`src/rtl/fb_pkg.sv`:
```
`default_nettype none
// +----------------------------------------------------------------------+
// | Module : fb_pkg                                                      |
// | Purpose: Shared constants for the 160x120 RGB332 framebuffer fill    |
// |          path: geometry, address shift, colour field positions,      |
// |          and the grant / fill state encodings.                       |
// | Ports  : none (package)                                              |
// | Rev    : 1.0  initial release                                        |
// +----------------------------------------------------------------------+
package fb_pkg;

  localparam int FB_WIDTH  = 160;
  localparam int FB_HEIGHT = 120;
  localparam int FB_SIZE   = FB_WIDTH * FB_HEIGHT;
  localparam int ADR_SHIFT = 2;
  localparam int ADR_W     = 17;

  // RGB332 pixel layout: RRR GGG BB
  localparam int RGB_R_MSB = 7;
  localparam int RGB_R_LSB = 5;
  localparam int RGB_G_MSB = 4;
  localparam int RGB_G_LSB = 2;
  localparam int RGB_B_MSB = 1;
  localparam int RGB_B_LSB = 0;

  // Bus grant owner
  localparam logic [1:0] GNT_NONE = 2'd0;
  localparam logic [1:0] GNT_HOST = 2'd1;
  localparam logic [1:0] GNT_FILL = 2'd2;

  // Fill sequencer
  localparam logic [1:0] FS_IDLE  = 2'd0;
  localparam logic [1:0] FS_SETUP = 2'd1;
  localparam logic [1:0] FS_WRITE = 2'd2;
  localparam logic [1:0] FS_DONE  = 2'd3;

endpackage
`default_nettype wire

```
`src/rtl/fb_fill_walker.sv`:
```
`default_nettype none
// +----------------------------------------------------------------------+
// | Module : fb_fill_walker                                              |
// | Purpose: Accepts a rectangle-fill command, clips it to the           |
// |          framebuffer and walks it row by row, presenting one pixel   |
// |          write at a time on a simple req/ack handshake.              |
// | Ports  : I_clk, I_rst_n           clock, async active-low reset      |
// |          I_cmd_* / O_cmd_ready    command handshake and fields       |
// |          O_req, I_ack             pixel write request / completion   |
// |          O_adr, O_dat             byte address and colour of pixel   |
// |          O_busy, O_done           fill status, completion pulse      |
// |          O_pix_count              pixels written by this fill        |
// | Rev    : 1.0  initial release                                        |
// +----------------------------------------------------------------------+
module fb_fill_walker #(
  parameter int FB_WIDTH  = fb_pkg::FB_WIDTH,
  parameter int FB_HEIGHT = fb_pkg::FB_HEIGHT,
  parameter int ADR_SHIFT = fb_pkg::ADR_SHIFT,
  parameter int ADR_W     = fb_pkg::ADR_W
) (
  input  logic             I_clk,
  input  logic             I_rst_n,
  input  logic             I_cmd_valid,
  output logic             O_cmd_ready,
  input  logic [7:0]       I_cmd_x,
  input  logic [6:0]       I_cmd_y,
  input  logic [8:0]       I_cmd_w,
  input  logic [7:0]       I_cmd_h,
  input  logic [7:0]       I_cmd_color,
  output logic             O_req,
  input  logic             I_ack,
  output logic [ADR_W-1:0] O_adr,
  output logic [7:0]       O_dat,
  output logic             O_busy,
  output logic             O_done,
  output logic [15:0]      O_pix_count
);
  import fb_pkg::*;

  logic [1:0]  r_state;
  logic [7:0]  r_x;
  logic [6:0]  r_y;
  logic [8:0]  r_w;
  logic [7:0]  r_h;
  logic [7:0]  r_color;
  logic [8:0]  r_x_end;
  logic [7:0]  r_y_end;
  logic [7:0]  r_cur_x;
  logic [6:0]  r_cur_y;
  logic [15:0] r_pix;

  // Clip: sums are widened so x+w and y+h cannot wrap before the min().
  logic [9:0] w_x_sum;
  logic [8:0] w_y_sum;
  logic [8:0] w_x_end;
  logic [7:0] w_y_end;
  logic       w_empty;
  logic       w_x_last;
  logic       w_y_last;

  assign w_x_sum  = {2'b00, r_x} + {1'b0, r_w};
  assign w_y_sum  = {2'b00, r_y} + {1'b0, r_h};
  assign w_x_end  = (w_x_sum > 10'(FB_WIDTH))  ? 9'(FB_WIDTH)  : w_x_sum[8:0];
  assign w_y_end  = (w_y_sum > 9'(FB_HEIGHT))  ? 8'(FB_HEIGHT) : w_y_sum[7:0];
  assign w_empty  = (r_w == 9'd0) || (r_h == 8'd0) ||
                    ({1'b0, r_x} >= 9'(FB_WIDTH)) || ({1'b0, r_y} >= 8'(FB_HEIGHT));
  assign w_x_last = (({1'b0, r_cur_x} + 9'd1) == r_x_end);
  assign w_y_last = (({1'b0, r_cur_y} + 8'd1) == r_y_end);

  // Row base address: y*160 as (y<<7)+(y<<5) keeps multipliers out of the path.
  logic [ADR_W-1:0] w_row;
  logic [ADR_W-1:0] w_idx;

  generate
    if (FB_WIDTH == 160) begin : g_row_shift_add
      assign w_row = (ADR_W'(r_cur_y) << 7) + (ADR_W'(r_cur_y) << 5);
    end else begin : g_row_mul
      assign w_row = ADR_W'(r_cur_y) * ADR_W'(FB_WIDTH);
    end
  endgenerate

  assign w_idx = w_row + ADR_W'(r_cur_x);

  always_ff @(posedge I_clk or negedge I_rst_n) begin
    if (!I_rst_n) begin
      r_state <= FS_IDLE;
      r_x     <= '0;
      r_y     <= '0;
      r_w     <= '0;
      r_h     <= '0;
      r_color <= '0;
      r_x_end <= '0;
      r_y_end <= '0;
      r_cur_x <= '0;
      r_cur_y <= '0;
      r_pix   <= '0;
    end else begin
      case (r_state)
        FS_IDLE: begin
          if (I_cmd_valid) begin
            r_x     <= I_cmd_x;
            r_y     <= I_cmd_y;
            r_w     <= I_cmd_w;
            r_h     <= I_cmd_h;
            r_color <= I_cmd_color;
            r_state <= FS_SETUP;
          end
        end
        FS_SETUP: begin
          r_pix   <= '0;
          r_x_end <= w_x_end;
          r_y_end <= w_y_end;
          r_cur_x <= r_x;
          r_cur_y <= r_y;
          r_state <= w_empty ? FS_DONE : FS_WRITE;
        end
        FS_WRITE: begin
          if (I_ack) begin
            r_pix <= r_pix + 16'd1;
            if (w_x_last) begin
              r_cur_x <= r_x;
              if (w_y_last) begin
                r_state <= FS_DONE;
              end else begin
                r_cur_y <= r_cur_y + 7'd1;
              end
            end else begin
              r_cur_x <= r_cur_x + 8'd1;
            end
          end
        end
        default: r_state <= FS_IDLE;
      endcase
    end
  end

  assign O_cmd_ready = (r_state == FS_IDLE);
  assign O_busy      = (r_state != FS_IDLE);
  assign O_done      = (r_state == FS_DONE);
  assign O_req       = (r_state == FS_WRITE);
  assign O_adr       = w_idx << ADR_SHIFT;
  assign O_dat       = r_color;
  assign O_pix_count = r_pix;

endmodule
`default_nettype wire

```
`src/rtl/fb_fill_arbiter.sv`:
```
`default_nettype none
// +----------------------------------------------------------------------+
// | Module : fb_fill_arbiter                                             |
// | Purpose: Shares the framebuffer Wishbone slave port between the      |
// |          SPI-bridge host and the rectangle fill engine, with a       |
// |          round-robin grant that is re-decided after every transfer.  |
// | Ports  : I_clk, I_rst_n           clock, async active-low reset      |
// |          I_cmd_* / O_cmd_ready    fill command                       |
// |          I_h_* / O_h_*            host Wishbone (slave side)         |
// |          O_m_* / I_m_*            framebuffer Wishbone (master side) |
// |          O_busy, O_done, O_pix_count  fill status                    |
// | Rev    : 1.0  initial release                                        |
// +----------------------------------------------------------------------+
module fb_fill_arbiter #(
  parameter int FB_WIDTH  = fb_pkg::FB_WIDTH,
  parameter int FB_HEIGHT = fb_pkg::FB_HEIGHT,
  parameter int ADR_SHIFT = fb_pkg::ADR_SHIFT,
  parameter int ADR_W     = fb_pkg::ADR_W
) (
  input  logic             I_clk,
  input  logic             I_rst_n,
  input  logic             I_cmd_valid,
  output logic             O_cmd_ready,
  input  logic [7:0]       I_cmd_x,
  input  logic [6:0]       I_cmd_y,
  input  logic [8:0]       I_cmd_w,
  input  logic [7:0]       I_cmd_h,
  input  logic [7:0]       I_cmd_color,
  input  logic [ADR_W-1:0] I_h_adr,
  input  logic [7:0]       I_h_dat,
  input  logic             I_h_we,
  input  logic             I_h_stb,
  input  logic             I_h_cyc,
  output logic             O_h_ack,
  output logic [7:0]       O_h_dat,
  output logic [ADR_W-1:0] O_m_adr,
  output logic [7:0]       O_m_dat,
  output logic             O_m_we,
  output logic             O_m_stb,
  output logic             O_m_cyc,
  input  logic             I_m_ack,
  input  logic [7:0]       I_m_dat,
  output logic             O_busy,
  output logic             O_done,
  output logic [15:0]      O_pix_count
);
  import fb_pkg::*;

  logic             w_f_req;
  logic             w_f_ack;
  logic [ADR_W-1:0] w_f_adr;
  logic [7:0]       w_f_dat;
  logic             w_h_req;

  fb_fill_walker #(
    .FB_WIDTH  (FB_WIDTH),
    .FB_HEIGHT (FB_HEIGHT),
    .ADR_SHIFT (ADR_SHIFT),
    .ADR_W     (ADR_W)
  ) u_walker (
    .I_clk       (I_clk),
    .I_rst_n     (I_rst_n),
    .I_cmd_valid (I_cmd_valid),
    .O_cmd_ready (O_cmd_ready),
    .I_cmd_x     (I_cmd_x),
    .I_cmd_y     (I_cmd_y),
    .I_cmd_w     (I_cmd_w),
    .I_cmd_h     (I_cmd_h),
    .I_cmd_color (I_cmd_color),
    .O_req       (w_f_req),
    .I_ack       (w_f_ack),
    .O_adr       (w_f_adr),
    .O_dat       (w_f_dat),
    .O_busy      (O_busy),
    .O_done      (O_done),
    .O_pix_count (O_pix_count)
  );

  assign w_h_req = I_h_stb & I_h_cyc;

  logic [1:0] r_grant;
  logic       r_last_host;
  logic [1:0] w_grant_next;

  // Ownership is only handed out from NONE; the mandatory NONE cycle after
  // each transfer is what gives the other requester its turn.
  always_comb begin
    w_grant_next = r_grant;
    case (r_grant)
      GNT_NONE: begin
        if (w_h_req && w_f_req) begin
          w_grant_next = r_last_host ? GNT_FILL : GNT_HOST;
        end else if (w_h_req) begin
          w_grant_next = GNT_HOST;
        end else if (w_f_req) begin
          w_grant_next = GNT_FILL;
        end
      end
      // A host abandoning its strobe frees the bus without an ack.
      GNT_HOST: if (I_m_ack || !w_h_req) w_grant_next = GNT_NONE;
      GNT_FILL: if (I_m_ack)             w_grant_next = GNT_NONE;
      default:                           w_grant_next = GNT_NONE;
    endcase
  end

  always_ff @(posedge I_clk or negedge I_rst_n) begin
    if (!I_rst_n) begin
      r_grant     <= GNT_NONE;
      r_last_host <= 1'b0;
    end else begin
      r_grant <= w_grant_next;
      if (r_grant == GNT_NONE && w_grant_next == GNT_HOST) r_last_host <= 1'b1;
      if (r_grant == GNT_NONE && w_grant_next == GNT_FILL) r_last_host <= 1'b0;
    end
  end

  always_comb begin
    O_m_adr = '0;
    O_m_dat = '0;
    O_m_we  = 1'b0;
    O_m_stb = 1'b0;
    O_m_cyc = 1'b0;
    O_h_ack = 1'b0;
    O_h_dat = '0;
    w_f_ack = 1'b0;
    case (r_grant)
      GNT_HOST: begin
        O_m_adr = I_h_adr;
        O_m_dat = I_h_dat;
        O_m_we  = I_h_we;
        O_m_stb = I_h_stb;
        O_m_cyc = I_h_cyc;
        O_h_ack = I_m_ack;
        O_h_dat = I_m_dat;
      end
      GNT_FILL: begin
        O_m_adr = w_f_adr;
        O_m_dat = w_f_dat;
        O_m_we  = 1'b1;
        O_m_stb = w_f_req;
        O_m_cyc = w_f_req;
        w_f_ack = I_m_ack;
      end
      default: ;
    endcase
  end

endmodule
`default_nettype wire

```
`config.mk`:
```
export PLATFORM = sky130hd
export DESIGN_NAME = fb_fill_arbiter
export DESIGN_NICKNAME = d
export VERILOG_FILES = /design/src/rtl/fb_pkg.sv /design/src/rtl/fb_fill_walker.sv /design/src/rtl/fb_fill_arbiter.sv
export SDC_FILE = /design/constraint.sdc
export NUM_CORES = 1
export LEC_CHECK = 0
export BUFFER_PORTS_ARGS = -buffer_cell sky130_fd_sc_hd__buf_2
export CORE_MARGIN = 8
export CORE_UTILIZATION = 55
export DETAILED_ROUTE_END_ITERATION = 16
export MAX_ROUTING_LAYER = met4
export PLACE_DENSITY = 0.78
export SLEW_MARGIN = 5
export SYNTH_ARGS = -nofsm -noshare
export SYNTH_HDL_FRONTEND = slang
export SYNTH_SLANG_ARGS = --single-unit
```
`constraint.sdc`:
```
create_clock -name I_clk -period 4.9 [get_ports I_clk]
set_clock_uncertainty 0.15 [all_clocks]
set_input_delay 0.98 -clock I_clk [delete_from_list [all_inputs] [get_ports I_clk]]
set_output_delay 0.98 -clock I_clk [all_outputs]
set_load 0.02 [all_outputs]
```
# After elaboration in Yosys (flattened, before gate mapping)
# Index checks and enable logic that the tools add are counted.
classes:
  addsub: 9
  mul: 0
  div_mod_pow: 0
  magnitude_cmp: 4
  eq_ne: 14
  n_shift: 0
  n_mux: 34
  bitwise: 1
  n_reduce_logical: 19
ops:
  columns: ["operator", "count"]
  rows:
  - ["one-hot mux 17 bit (2 select lines)", 1]
  - ["2-to-1 mux 8 bit", 4]
  - ["one-hot mux 16 bit (2 select lines)", 1]
  - ["one-hot mux 8 bit (2 select lines)", 2]
  - ["2-to-1 mux 7 bit", 3]
  - ["2-to-1 mux 2 bit", 10]
  - ["adder 16 x 1 -> 16 bit (second input constant)", 1]
  - ["2-to-1 mux 16 bit", 1]
  - ["adder 14 x 12 -> 15 bit", 1]
  - ["adder 15 x 8 -> 15 bit", 1]
  - ["one-hot mux 7 bit (2 select lines)", 1]
  - ["one-hot mux 2 bit (3 select lines)", 2]
  - ["adder 8 x 9 -> 10 bit", 1]
  - ["greater-than comparator 10 x 8 -> 1 bit (second input constant)", 1]
  - ["adder 7 x 8 -> 9 bit", 1]
  - ["adder 8 x 1 -> 9 bit (second input constant)", 1]
  - ["equality test 9 bit", 1]
  - ["greater-than comparator 9 x 7 -> 1 bit (second input constant)", 1]
  - ["zero test 9 bit", 1]
  - ["2-to-1 mux 9 bit", 1]
  - ["adder 7 x 1 -> 8 bit (second input constant)", 1]
  - ["adder 8 x 1 -> 8 bit (second input constant)", 1]
  - ["equality test 2 bit (second input constant)", 4]
  - ["equality test 8 bit", 1]
  - ["17 further kinds", 38]
word_totals:
  regBits: 93
  latchBits: 0
  mem_bits_rw: 0
  mem_bits_ro: 0
  inputBits: 80
  out_inout_bits: 56
  elab_cells: 94
  memories: 0

# Depth between registers and ports, before layout
# Gate-level depths: netlist of run 1.
logic_depth:
  word_depth: 9
  depth_mapped: 12
  ltp_nobuf: 11

# Cells and area by module
# Synthesis of run 1 repeated with hierarchy kept, for this count alone.
hier_totals:
  cells_unflattened: 655
  area_unflattened_um2: 6394.9
modules_own_cells:
  columns: ["module", "n_inst", "cells_each", "area_each_um2", "seq_area_each_um2"]
  rows:
  - ["fb_fill_walker", 1, 549, 5622.9, 2252.2]
  - ["fb_fill_arbiter", 1, 106, 772.0, 75.1]

# Worst setup path before layout of run 1
# Ideal clock, no wire load.
synth_timing:
  path_kind: "reg-to-output"
  from: "register u_walker.r_cur_y[2]"
  to: "output O_m_adr[15]"
  arrival_ns: 2.760
  required_ns: 3.770
  slack_ns: 1.010
  stages_incl_launch_ff: 13
  path_buffers: 1
  path_cell_list: "dfrtp_1 -> clkbuf_1 -> inv_1 -> fa_1 -> inv_1 -> ha_1 -> a21o_1 -> a21oi_1 -> o21bai_1 -> a211o_1 -> a31oi_1 -> xnor2_1 -> a22o_1"
synth_between:
  elab_chain_len: 3
synth_lines:
  columns: ["item", "line", "text"]
  rows:
  - ["start, declared", "fb_fill_walker.sv:49", "logic [6:0] r_cur_y;"]
  - ["start signal, assigned", "fb_fill_walker.sv:114", "r_cur_y <= r_y;"]
  - ["start signal, assigned", "fb_fill_walker.sv:125", "r_cur_y <= r_cur_y + 7'd1;"]
  - ["adder 14 x 12 -> 15 bit", "fb_fill_walker.sv:76", "assign w_row = (ADR_W'(r_cur_y) << 7) + (ADR_W'(r_cur_y) << 5);"]
  - ["adder 15 x 8 -> 15 bit", "fb_fill_walker.sv:82", "assign w_idx = w_row + ADR_W'(r_cur_x);"]
  - ["one-hot mux 17 bit (2 select lines)", "fb_fill_arbiter.sv:126", "case (r_grant)"]
  - ["end, declared", "fb_fill_arbiter.sv:36", "output logic [ADR_W-1:0] O_m_adr,"]
# Every way passes these cells.

# Worst setup path after layout of run 1
layout_timing:
  from: "register u_walker.r_cur_y[0]"
  to: "output O_m_adr[15]"
# The elaborated chain is that of the path after synthesis.

==> out/qor.csv, run 1 <==
stage,metric,value,unit
timing,slew_headroom,36.4,%
placement,hpwl,12300,um
yosys,yosysWarnings,0,
yosys,yosysSeqAreaShare,37.9,%
timing,setup_viol,0,
layout,fillers,896,
routing,wl_per_cell,17.9,um
worst_setup_path,crit_top_cell,inv_1,
worst_setup_path,crit_slowest_cell,fa_1,
global_routing,grt_start_max_net_pins,70,
placement,dpl.cell_count,869,
floorplanning,core.rowCount,38,
global_routing,antenna_found_initial,0,
worst_setup_path,reg2reg_slack,1.72,ns
placement,portBuffers,135,
floorplanning,core-area,10900,um2
clock_network,cts_tree,yes,
worst_setup_path,path_cells,"inv_1, fa_1, inv_1, ha_1, a21o_1, a21oi_1, o21bai_1, a211o_1, a31oi_1, xnor2_1, a22o_1, buf_2",
floorplanning,io_pins,136,
clock_network,cts_buffers,9,
routing,firstDrtPassIters,4,
routing,viasPerCell,5.90,
clock_network,clock_path_buffers,2,
clock_network,post_cts_buffers,0,
yosys,synth_top_area_share,37.9,%
outcome,status,"complete, no violations",
timing,worst_pin_slew,0.954,ns
timing,rsz0062_at_grt,no,
layout,layout_common_cells,"buf_2, dfrtp_1, nor2_1, mux2_2, ha_1",
global_routing,grt_pass1_wl,26300,um
timing,maxSlewViolCount,0,
yosys,synth_area,6150,um2
layout,final_common_cell,buf_2,
worst_setup_path,worstSetupPathType,flop to output port,
clock_network,clock_sinks,93,
clock_network,cts_root_buf,clkbuf_8,
timing,min_period,4.48,ns
power_and_ir_drop,ir_drop,0.490,mV
placement,gp_congestion,0.979,
routing,drc_errors,0,
yosys,yosysUniqueCellTypes,69,
yosys,yosys-top-cells-area,"dfrtp_1, ha_1, mux2_2",
yosys,yosysTopAreaCell,dfrtp_1,
yosys,syn_inst,616,
worst_setup_path,cp.required,3.77,ns
power_and_ir_drop,p_per_area,742,nW/um2
worst_setup_path,max_stage_delay,0.55,ns
worst_setup_path,crit_path_max_fanout,7,
routing,num_vias,5219,
layout,syn_to_final_growth,16.1,%
timing,whs,0.367,ns
worst_setup_path,critPathLaunchType,flop,
clock_network,cts_resized,0,
worst_setup_path,worst_setup_path_end_kind,output port,
routing,ant_nets,0,
worst_setup_path,worstPathArrival,3.35,ns
floorplanning,floorplan.initialDensity,56.4,%
timing,fin_crit_sh,91.4,%
floorplanning,die_h,122,um
global_routing,grt_pass1_vias,5480,
floorplanning,die_x,122,um
timing,fmax,223,MHz
yosys,avgSynthCellArea,9.98,um2
job,max_cap_violations,0,
yosys,synth-edff-count,0,
power_and_ir_drop,p_leak,3.42,nW
timing,tns,0,ns
routing,first_iter_violations,269,
yosys,synth.ff_latch_count,93,
worst_setup_path,worst-path-buf-inv,3,
layout,final_net_count,864,
layout,drive_gt1_share,28.7,%
clock_network,clkTransAtPathRegs,0.09,ns
floorplanning,die_area,14800,um2
timing,hold_viol,0,
yosys,syn-num-nets,740,
layout,layoutNonFillerInstCount,885,
worst_setup_path,crit_family,compound AO/OA/AOI/OAI gates,
min_path,min_path_type,flop to flop,
yosys,ys.flop_type,dfrtp_1,
global_routing,grtUsageTotal,22.4,%
global_routing,gr-total-overflow,0,
yosys,synth-async-reset-ratio,100,%
routing,wirelength,15800,um
clock_network,ctsHtreeMaxLevel,3,
clock_network,clock_latency,0.38,ns
layout,antenna_cells,0,
clock_network,hold_buffers,0,
==> cell families after synthesis <==
| group | after synthesis | share of synthesized area, % |
|---|---|---|
| mux | 46 | 8.47 |
| xor+xnor | 46 | 6.56 |
| simple gates | 179 | 15.2 |
| flops | 93 | 37.9 |
| fa+ha+maj | 44 | 9.45 |
| buf+inv | 54 | 3.40 |
| compound gates | 154 | 19.1 |
==> worst paths after layout <==
kind / start / to / cells past startpoint
min in group asynchronous: I_rst_n / u_walker.r_h[5]$_DFFE_PN0P_ / 1
max in group asynchronous: I_rst_n / u_walker.r_cur_x[7]$_DFFE_PN0P_ / 2
worst max-delay path: u_walker.r_cur_y[0]$_DFFE_PN0P_ / O_m_adr[15] / 12
worst max register to register: u_walker.r_state[0]$_DFFE_PN0P_ / u_walker.O_pix_count[10]$_DFFE_PN0P_ / 9
worst min-delay path: u_walker.O_dat[6]$_DFFE_PN0P_ / u_walker.O_dat[6]$_DFFE_PN0P_ / 1
worst min register to register: u_walker.O_dat[6]$_DFFE_PN0P_ / u_walker.O_dat[6]$_DFFE_PN0P_ / 1
==> worst reg2reg max path, cell delays in order, from the launching register on <==
cell	delay [ns]
dfrtp_1	0.44
inv_1	0.10
ha_1	0.63
nand3_1	0.34
nand2_1	0.58
nand4_1	0.28
nor2_1	0.25
nand2_1	0.10
xor2_1	0.15
nor2_1	0.10
==> routing by layer <==
metal  routed length [um]  GRT usage [%]  share of wire (%)  vias to the layer above
met4                  233           7.25                1.5                        0
met2                 7400           36.3                 47                      181
met1                 6860           27.3                 43                     2496
met3                 1320           4.95                8.3                       20
met5                    0              -                  0                        -
li1                     -              -                  -                     2522
==> synth_stat cells (6+ instances only) <==
master / number
a211oi_1: 7
a21o_1: 6
a21oi_1: 24
a22o_1: 27
a31oi_1: 7
and2_1: 13
and3_1: 12
clkbuf_1: 21
dfrtp_1: 93
ha_1: 40
inv_1: 27
mux2_2: 40
nand2_1: 31
nand3_1: 16
nand4_1: 9
nor2_1: 49
nor3_1: 11
nor4_1: 11
o21ai_0: 18
o21bai_1: 7
o22a_1: 7
xnor2_1: 24
xor2_1: 22
==> report_power, final <==
group          total (mW)  internal [mW]  switching (mW)
registers            1.50           1.07           0.427
clock network       0.544          0.265           0.279
logic                3.25           1.45            1.80
total                5.29           2.79            2.50
==> metrics by stage <==
step                      area, um2  worst slack [ns]  power [mW]  utilization (%)
final                          7130             0.420        5.29             65.5
after global routing           7130             0.187        5.75             65.5
after CTS                      7130             0.436        5.29             65.5
after detailed placement       6930             0.853        4.72             63.6
after global placement         6930             0.933        4.57             63.6
after floorplan                6150              1.01        3.93                -
==> area by class of cell <==
cell class | instances | area [um2] | area share (%)
clock inverter | 5 | 57.6 | 0.807
clock buffer | 11 | 151 | 2.12
multi-input combinational | 469 | 3610 | 50.6
inverter | 28 | 105 | 1.47
tap | 140 | 175 | 2.46
timing repair buffer | 139 | 708 | 9.93
sequential | 93 | 2330 | 32.6
==> state kept, by name, indices dropped and copies added (netlist names) <==
register and count:
r_grant 2, u_walker.O_dat 8, u_walker.r_cur_y 7, u_walker.r_y_end 8, u_walker.r_x 8, u_walker.O_pix_count 16, u_walker.r_x_end 9, u_walker.r_w 9
u_walker.r_cur_x 8, u_walker.r_state 2, r_last_host 1, u_walker.r_y 7, u_walker.r_h 8
(Power assumes the default switching activity.)
==> inputs of run 2 (changes only) <==
--- a/config.mk
+++ b/config.mk
@@ -7,10 +7,10 @@
 export LEC_CHECK = 0
 export BUFFER_PORTS_ARGS = -buffer_cell sky130_fd_sc_hd__buf_2
 export CORE_MARGIN = 8
-export CORE_UTILIZATION = 55
+export CORE_UTILIZATION = 50
 export DETAILED_ROUTE_END_ITERATION = 16
 export MAX_ROUTING_LAYER = met4
-export PLACE_DENSITY = 0.78
+export PLACE_DENSITY = 0.74
 export SLEW_MARGIN = 5
 export SYNTH_ARGS = -nofsm -noshare
 export SYNTH_HDL_FRONTEND = slang
==> constraint.sdc (replaced) <==
create_clock -name I_clk -period 3.66 [get_ports I_clk]
set_clock_uncertainty 0.15 [all_clocks]
set_input_delay 0.732 -clock I_clk [delete_from_list [all_inputs] [get_ports I_clk]]
set_output_delay 0.732 -clock I_clk [all_outputs]
set_load 0.02 [all_outputs]
==> out/qor.csv, run 2 (synthesized netlist as in run 1, its figures left out) <==
stage,metric,value,unit,change
worst_setup_path,critPathLaunchType,flop,,unchanged
routing,firstDrtPassIters,5,,was 4
floorplanning,die_area,16100,um2,"was 14,800 um2"
routing,first_iter_violations,283,,was 269
timing,tns,-0.100,ns,was 0 ns
global_routing,antenna_found_initial,0,,unchanged
worst_setup_path,crit_path_max_fanout,2,,was 7
floorplanning,core-area,12000,um2,"was 10,900 um2"
timing,setup_viol,1,,was 0
clock_network,cts_buffers,9,,unchanged
power_and_ir_drop,ir_drop,0.570,mV,was 0.490 mV
layout,final_common_cell,buf_2,,unchanged
layout,layoutNonFillerInstCount,907,,was 885
power_and_ir_drop,p_per_area,1030,nW/um2,was 742 nW/um2
clock_network,clock_path_buffers,2,,unchanged
timing,setup_slack,-0.100,ns,was 0.420 ns
layout,final_net_count,879,,was 864
layout,syn_to_final_growth,20.9,%,was 16.1%
layout,largest_reg_flops,16,,unchanged
clock_network,clock_latency,0.34,ns,was 0.38 ns
worst_setup_path,worstSetupPathType,flop to output port,,unchanged
global_routing,grtUsageTotal,20.9,%,was 22.4%
outcome,status,"complete, but fails checks",,"was complete, no violations"
global_routing,grt_pass1_vias,5361,,"was 5,480"
layout,fillers,1003,,was 896
clock_network,cts_tree,yes,,unchanged
clock_network,clock_sinks,93,,unchanged
timing,maxSlewViolCount,0,,unchanged
worst_setup_path,worstPathArrival,2.88,ns,was 3.35 ns
routing,wirelength,16300,um,"was 15,800 um"
placement,dpl.cell_count,886,,was 869
layout,antenna_cells,0,,unchanged
floorplanning,io_pins,136,,unchanged
timing,fmax,266,MHz,
layout,drive_gt1_share,31.6,%,was 28.7%
layout,final_core_util,61.8,%,was 65.5%
layout,layout_common_cells,"buf_2, dfrtp_1, nor2_1, mux2_2, ha_1",,unchanged
power_and_ir_drop,p_leak,3.53,nW,was 3.42 nW
timing,fin_crit_sh,103,%,
timing,rsz0062_at_grt,yes,,was no
routing,viasPerCell,5.88,,was 5.90
power_and_ir_drop,totalPowerFinal,7.66,mW,was 5.29 mW
worst_setup_path,cp.required,2.78,ns,was 3.77 ns
global_routing,grt_pass1_wl,26600,um,"was 26,300 um"
clock_network,hold_buffers,0,,unchanged
placement,gp_congestion,0.943,,was 0.979
floorplanning,core.rowCount,40,,was 38
routing,drc_errors,0,,unchanged
global_routing,gr-total-overflow,0,,unchanged
routing,ant_nets,0,,unchanged
clock_network,cts_root_buf,clkbuf_16,,was clkbuf_8
worst_setup_path,worst_setup_path_end_kind,output port,,unchanged
floorplanning,die_x,127,um,was 122 um
placement,hpwl,12600,um,"was 12,300 um"
timing,min_period,3.76,ns,
outcome,failed_checks,setup timing,,
routing,wl_per_cell,18.0,um,was 17.9 um
job,max_cap_violations,0,,unchanged
timing,slew_headroom,37.1,%,was 36.4%
min_path,min_path_type,input port to asynchronous set/reset pin,,was flop to flop
timing,worst_pin_slew,0.943,ns,was 0.954 ns
floorplanning,floorplan.initialDensity,51.2,%,was 56.4%
clock_network,ctsHtreeMaxLevel,3,,unchanged
placement,portBuffers,135,,unchanged
routing,num_vias,5337,,"was 5,219"
timing,hold_viol,0,,unchanged
clock_network,clkTransAtPathRegs,0.06,ns,was 0.09 ns
floorplanning,die_h,127,um,was 122 um
global_routing,grt_start_max_net_pins,41,,was 70
## run 2: cell types whose count changed in the layout (fill, tap and decap cells not counted), sizes merged
cell    delta
buf       +15
clkbuf     +2
clkinv     -1
inv        -1
## run 2: power breakdown
group | total, mW | switching (mW) | internal (mW)
Sequential | 1.94 | 0.504 | 1.44
Clock | 0.955 | 0.387 | 0.567
Combinational | 4.76 | 2.58 | 2.18
Total | 7.66 | 3.47 | 4.19
## run 2: area by class of cell
type | count | area (um2) | share of cell area [%]
multi-input combinational | 469 | 3660 | 49.3
sequential | 93 | 2330 | 31.3
timing repair buffer | 154 | 846 | 11.4
clock buffer | 13 | 260 | 3.50
tap | 147 | 184 | 2.48
inverter | 28 | 105 | 1.41
clock inverter | 3 | 43.8 | 0.590
## run 2: timing repair
item	in CTS	in global routing
pin swaps	13	7
setup endpoints to repair	3	4
resized for setup	14	8
buffers inserted	3	3
cloned	0	0
## run 2: per-layer routing
layer | global-route usage, % | wire length (um) | vias up
met5 | - | 0 | -
met4 | 5.88 | 157 | 0
li1 | - | - | 2556
met3 | 4.11 | 1100 | 12
met2 | 33.6 | 7680 | 175
met1 | 26.3 | 7400 | 2594
## run 2: worst paths after layout
kind                                                  from                                   to  slack, ns  cells after the start
setup / recovery           u_walker.r_cur_x[7]$_DFFE_PN0P_                          O_m_adr[15]      -0.10                     12
hold / removal                                     I_rst_n  u_walker.O_pix_count[6]$_DFFE_PN0P_       0.20                      1
setup reg to reg           u_walker.r_cur_x[0]$_DFFE_PN0P_      u_walker.r_cur_y[6]$_DFFE_PN0P_       0.69                      8
hold reg to reg              u_walker.O_dat[7]$_DFFE_PN0P_        u_walker.O_dat[7]$_DFFE_PN0P_       0.36                      1
min in group I_clk           u_walker.O_dat[7]$_DFFE_PN0P_        u_walker.O_dat[7]$_DFFE_PN0P_       0.36                      1
max in group asynchronous                          I_rst_n          u_walker.r_h[5]$_DFFE_PN0P_       2.38                      2
## run 2: through the flow
stage | hold slack [ns] | setup WS [ns] | instance area (um2)
after floorplan | 0.286 | 0.0179 | 6150
after global placement | 0.338 | 0.125 | 7010
after detailed placement | 0.349 | 0.0735 | 7010
after CTS | 0.225 | -0.105 | 7380
after global routing | 0.254 | -0.204 | 7430
final | 0.200 | -0.100 | 7430
## run 2: critical path: stages, from the launching register on
cell	delay, ns
dfrtp_1	0.36
inv_2	0.05
fa_1	0.54
inv_2	0.06
ha_4	0.20
a21o_1	0.19
a21oi_2	0.15
o21bai_1	0.11
a211o_1	0.28
a31oi_2	0.18
xnor2_1	0.15
a22o_1	0.16
buf_6	0.12
